**src/rtl/irq_pkg.sv**
```systemverilog
// Shared state encoding and constants for the interrupt controller and the main decoder.
package irq_pkg;

  typedef enum logic [1:0] {
    IRQ_IDLE = 2'd0,
    IRQ_TAKE = 2'd1,
    IRQ_ISR  = 2'd2
  } irq_state_t;

  localparam logic [31:0] IRQ_VEC_BASE_DEF   = 32'h0000_0100;
  localparam logic [31:0] IRQ_VEC_STRIDE_DEF = 32'h0000_0010;

  // RES (return from interrupt) opcode, also decoded by the main decoder.
  localparam logic [5:0]  IRQ_RES_OPCODE     = 6'b11_1111;

  function automatic logic [31:0] irq_vector(input logic [31:0] base,
                                             input logic [31:0] stride,
                                             input logic [31:0] idx);
    return base + idx * stride;
  endfunction

endpackage

```
**src/rtl/irq_prio_enc.sv**
```systemverilog
// Fixed-priority encoder: lowest set request index wins; purely combinational.
module irq_prio_enc
  import irq_pkg::*;
#(
  parameter int N_IRQ = 4,
  parameter int ID_W  = 2
) (
  input  logic [N_IRQ-1:0] i_req,
  output logic             o_vld,
  output logic [ID_W-1:0]  o_idx
);

  always_comb begin
    o_vld = 1'b0;
    o_idx = '0;
    // Scan high to low so the lowest set index is the last one written.
    for (int i = N_IRQ - 1; i >= 0; i--) begin
      if (i_req[i]) begin
        o_vld = 1'b1;
        o_idx = ID_W'(i);
      end
    end
  end

endmodule

```
**src/rtl/irq_ctrl.sv**
```systemverilog
// Single-level vectored interrupt controller: latches requests, overrides the next PC
// for one cycle to enter the handler, and restores the saved EPC on RES.
module irq_ctrl
  import irq_pkg::*;
#(
  parameter int          N_IRQ      = 4,
  parameter logic [31:0] VEC_BASE   = IRQ_VEC_BASE_DEF,
  parameter logic [31:0] VEC_STRIDE = IRQ_VEC_STRIDE_DEF,
  localparam int         ID_W       = (N_IRQ > 1) ? $clog2(N_IRQ) : 1
) (
  input  logic             clk,
  input  logic             rst_n,
  input  logic [N_IRQ-1:0] irq_req,
  input  logic             irq_en,
  input  logic             irq_resume,
  input  logic [31:0]      pc_next_in,
  output logic [31:0]      pc_next_out,
  output logic [N_IRQ-1:0] irq_ack,
  output logic             in_isr,
  output logic [ID_W-1:0]  irq_id,
  output logic [31:0]      epc
);

  irq_state_t       r_state;
  irq_state_t       w_state_nxt;
  logic [N_IRQ-1:0] r_pending;
  logic [N_IRQ-1:0] w_pending_nxt;
  logic [N_IRQ-1:0] w_clr_mask;
  logic [N_IRQ-1:0] w_id_onehot;
  logic [31:0]      r_epc;
  logic [ID_W-1:0]  r_irq_id;
  logic             w_prio_vld;
  logic [ID_W-1:0]  w_prio_idx;
  logic             w_take_entry;
  logic [31:0]      w_vector;

  irq_prio_enc #(
    .N_IRQ (N_IRQ),
    .ID_W  (ID_W)
  ) u_prio_enc (
    .i_req (r_pending),
    .o_vld (w_prio_vld),
    .o_idx (w_prio_idx)
  );

  assign w_take_entry = (r_state == IRQ_IDLE) && irq_en && w_prio_vld;
  assign w_id_onehot  = N_IRQ'(1) << r_irq_id;
  assign w_vector     = irq_vector(VEC_BASE, VEC_STRIDE, 32'(r_irq_id));

  // A request arriving in the same cycle as its clear keeps the bit set.
  assign w_pending_nxt = (r_pending & ~w_clr_mask) | irq_req;

  always_ff @(posedge clk) begin
    if (!rst_n) begin
      r_state <= IRQ_IDLE;
    end else begin
      r_state <= w_state_nxt;
    end
  end

  always_comb begin
    w_state_nxt = r_state;
    case (r_state)
      IRQ_IDLE: if (w_take_entry) w_state_nxt = IRQ_TAKE;
      IRQ_TAKE: w_state_nxt = IRQ_ISR;
      IRQ_ISR:  if (irq_resume) w_state_nxt = IRQ_IDLE;
      default:  w_state_nxt = IRQ_IDLE;
    endcase
  end

  always_comb begin
    pc_next_out = pc_next_in;
    irq_ack     = '0;
    w_clr_mask  = '0;
    in_isr      = 1'b0;
    case (r_state)
      IRQ_TAKE: begin
        pc_next_out = w_vector;
        irq_ack     = w_id_onehot;
        w_clr_mask  = w_id_onehot;
        in_isr      = 1'b1;
      end
      IRQ_ISR: begin
        in_isr = 1'b1;
        // Return is taken the same cycle RES executes: no delay slot.
        if (irq_resume) pc_next_out = r_epc;
      end
      default: ;
    endcase
  end

  always_ff @(posedge clk) begin
    if (!rst_n) begin
      r_pending <= '0;
      r_epc     <= '0;
      r_irq_id  <= '0;
    end else begin
      r_pending <= w_pending_nxt;
      if (r_state == IRQ_TAKE) r_epc <= pc_next_in;
      if (w_take_entry) r_irq_id <= w_prio_idx;
    end
  end

  assign irq_id = r_irq_id;
  assign epc    = r_epc;

endmodule
```
**config.mk**
```make
export PLATFORM = sky130hd
export DESIGN_NAME = irq_ctrl
export DESIGN_NICKNAME = d
export VERILOG_FILES = /design/src/rtl/irq_pkg.sv /design/src/rtl/irq_prio_enc.sv /design/src/rtl/irq_ctrl.sv
export SDC_FILE = /design/constraint.sdc
export NUM_CORES = 1
export LEC_CHECK = 0
export CORE_MARGIN = 5
export CORE_UTILIZATION = 42
export CTS_CLUSTER_SIZE = 12
export DETAILED_ROUTE_END_ITERATION = 10
export GPL_ROUTABILITY_DRIVEN = 1
export PLACE_DENSITY = 0.85
export SYNTH_ARGS = -nofsm -noshare
export SYNTH_HDL_FRONTEND = slang
export SYNTH_HIERARCHICAL = 1
export SYNTH_SLANG_ARGS = --single-unit
```
**constraint.sdc**
```tcl
create_clock -name clk -period 2.63 [get_ports clk]
set_input_delay 0.3945 -clock clk [delete_from_list [all_inputs] [get_ports clk]]
set_output_delay 0.3945 -clock clk [all_outputs]
set_load 0.03 [all_outputs]
```
==> results of run 1 <==
## routing by layer
layer	vias to the layer above	track usage [%]
met5	-	0
li1	918	-
met3	4	5.33
met1	863	21.9
met2	72	28.4
met4	0	5.15
## flip-flops by register name, indices dropped and copies added, names as in the netlist
name and count:
r_pending 4, epc 32, r_state 2, irq_id 2
## metrics by stage
stage	instances	hold slack [ns]	total power, mW
after floorplan	196	0.451	2.43
after global placement	352	0.462	3.24
after detailed placement	352	0.478	3.26
after CTS	359	0.488	3.65
after global routing	359	0.509	3.81
final	359	0.482	3.60
## critical path, stage by stage (launching register included)
cell and delay [ns]:
dfxtp_1 0.33, inv_1 0.12, ha_1 0.30, nor3b_1 0.27, clkdlybuf4s50_1 0.72
## Yosys cell counts
master	n	area, um^2
a22o_1	32	280
a2bb2oi_1	1	8.76
o21ai_2	1	8.76
nor2_1	3	11.3
mux2i_1	36	360
buf_2	5	25.0
buf_6	2	22.5
a31o_2	1	8.76
nor3_1	1	5.00
dfxtp_1	40	801
a21oi_2	1	8.76
nand3_1	1	5.00
nand2b_1	1	6.26
a32o_1	2	20.0
and3b_1	1	8.76
ha_1	5	62.6
clkbuf_1	4	15.0
inv_1	3	11.3
inv_2	1	3.75
buf_4	3	22.5
nor3b_1	1	7.51
o21a_1	5	37.5
and3_1	2	12.5
nor2b_1	37	231
nand2_1	7	26.3
## cell families after synthesis
group           share of synthesized area, %
compound gates                          18.5
fa+ha+maj                               3.11
buf+inv                                 4.98
flops                                   39.8
mux                                     17.9
simple gates                            15.6
## worst max path at each step
stage               start         endpoint  slack, ns
6_report       r_state[1]       irq_ack[0]       0.21
5_1_grt        r_state[1]       irq_ack[0]       0.04
4_1_cts        r_state[1]       irq_ack[0]       0.19
3_5_place_dp   irq_resume  pc_next_out[30]       0.48
3_3_place_gp   irq_resume  pc_next_out[30]       0.48
2_1_floorplan  r_state[0]   pc_next_out[1]       0.49
## where the power goes
group	leakage (nW)	switching, mW	total, mW	internal (mW)
combinational	0.940	1.37	2.38	1.01
sequential	0.328	0.108	0.851	0.742
clock	0.0410	0.192	0.372	0.180
total	1.31	1.67	3.60	1.93
## layout make-up
type | count | area share (%)
multi-input combinational | 138 | 35.4
sequential | 40 | 25.5
timing repair buffer | 116 | 34.0
inverter | 4 | 0.478
tap | 54 | 2.15
clock buffer | 6 | 2.31
clock inverter | 1 | 0.159
## layout by cell type, fill, tap and decap left out
| cell | Yosys | layout |
|---|---|---|
| clkinv_2 | 0 | 1 |
| o21a_1 | 5 | 5 |
| o21ai_2 | 1 | 1 |
| ha_2 | 0 | 1 |
| nor3b_1 | 1 | 1 |
| nor2b_1 | 37 | 37 |
| a32o_1 | 2 | 2 |
| clkbuf_1 | 4 | 1 |
| clkdlybuf4s50_1 | 0 | 78 |
| nand2_1 | 7 | 7 |
| mux2i_1 | 36 | 36 |
| nor2_1 | 3 | 3 |
| and3_1 | 2 | 2 |
| ha_1 | 5 | 4 |
| clkbuf_8 | 0 | 5 |
| a31o_2 | 1 | 1 |
| a21oi_2 | 1 | 1 |
| inv_1 | 3 | 3 |
| a2bb2oi_1 | 1 | 1 |
| nand3_1 | 1 | 1 |
| nor3_1 | 1 | 1 |
| nand2b_1 | 1 | 1 |
| inv_2 | 1 | 1 |
| a22o_1 | 32 | 32 |
| and3b_1 | 1 | 1 |
| buf_4 | 3 | 38 |
| dfxtp_1 | 40 | 40 |
==> summary.txt, run 1 <==
STA
  • Final-report hold violation count: 0
  • Setup_tns: 0 ns
  • Clock skew: 0.00202 ns
  • Final min period: 2.42 ns
  • Post-layout worst setup margin: roughly 0.21 ns
  • Relative slew slack: between 60 and 70%
  • Worst Max-Slew Pin Slew: between 0.4 and 0.5 ns
  • Fin crit share: 92.0%
  • RSZ-0062 raised after global routing: false
  • Final setup viols: 0
  • Maximum clock rate: 0.413 GHz
  • Final Slew Violations: 0

Final layout
  • Register area: 801 um^2
  • Area of the multi-input gates: roughly 1100 um^2
  • Ant. Diodes: 0
  • Layout net count: 350
  • Layout cells sized above 1: 16.1%
  • Fin util: ~67%
  • Post-Layout Inst Area: between 3000 and 4000 um^2
  • Number of fillers in the final layout: 395
  • Area Overhead vs Synth: 56.1%

Routing
  • DR top layer: met4
  • Metal3 WL: 434 um
  • 1st-iter DRT viols: 70
  • Vias: 1857
  • Post-DR vias/cell: 5.17
  • Met2 Wirelength: 2.53 mm
  • WL met1: 2.42 mm
  • Post-DRT Antenna Nets: 0
  • WL/cell: ~15 um
  • DRC Markers: 0
  • DRT Pass-1 Iters: 4
  • Final WL: about 5.4 mm

Setup path
  • Worst R2R Path Depth: 5
  • CP Launch Type: flop
  • FF-to-FF Start: r_state[1]
  • Crit path DAT: 2.02 ns
  • Critical Path RT: 2.24 ns
  • Critical path class: flop to output port
  • CP max FO: 6
  • Reg2reg end: epc[30]
  • Critical Path End Type: output port
  • Reg-to-reg slack, setup: 0.97 ns

Placement
  • Final RePlAce weighted congestion: ~0.74
  • DP Area: 3060 um^2
  • Setup WS pre-CTS: 0.484 ns
  • IO Port Bufs: 110
  • DP HPWL: 4.08 mm

Clock network
  • Post-CTS sizing: 0
  • # H-tree levels: 2
  • Maximum buffer depth of the clock tree: 2
  • Post-CTS setup buffers: 0
  • Clock sinks: 40
  • Clock transition at path regs: 0.07 ns
  • CTS root buffer: clkbuf_8
  • Clock buffer count from CTS: 5
  • Clk_lat worst skew: 0.28 ns
  • Hold buffers post-CTS: 0
  • CTS tree: built

Global routing
  • Initial antenna violation count: 0
  • GR Util All Layers: between 15 and 20%
  • Largest net degree at the start of global routing: 43
  • Vias in the first global route: 1691
  • Total grt overflow: 0
  • First-pass GRT wire length: between 8 and 9 mm

Hold path
  • Hold Crit Class: flop to flop
  • WHS Path Cells: 2
  • Min-Delay Endpoint: r_state[1]
  • Hold path startpoint: r_state[1]

Die
  • Die Span X: 79.2 um
  • I/O Pins: 111
  • Initial Util: 42.9%
  • Die footprint: around 6300 um^2
  • Row cnt: 25
  • Core ar.: 4690 um^2
  • DIE HEIGHT: 79.2 um

Synth
  • Yosys reg bits: 40
  • Mapped Area: just over 2000 um^2
  • Post-synthesis sequential area ratio: 39.8%
  • Number of library cell types mapped by synthesis: 25
  • Syn Nets: 241
  • Synth Warn #: 6
  • Syn_area_per_cell: 10.3 um^2
  • Mapped Cells: 196

Power
  • Peak VDD IR: 0.000622 V
  • Leakage: 1.31 nW
  • Pwr Density: between 1000 and 1500 nW/um^2

Run
  • Max-Cap Viols: 0

Outcome
  • Status: finished clean
No activity file was read; power rests on OpenSTA's default activity.
==> run 2: changes to the inputs <==
--- a/config.mk
+++ b/config.mk
@@ -15,3 +15,4 @@
 export SYNTH_HDL_FRONTEND = slang
 export SYNTH_HIERARCHICAL = 1
 export SYNTH_SLANG_ARGS = --single-unit
+export TNS_END_PERCENT = 50
==> results of run 2 <==
Final layout, timing and power as in run 1 (identical DEF).
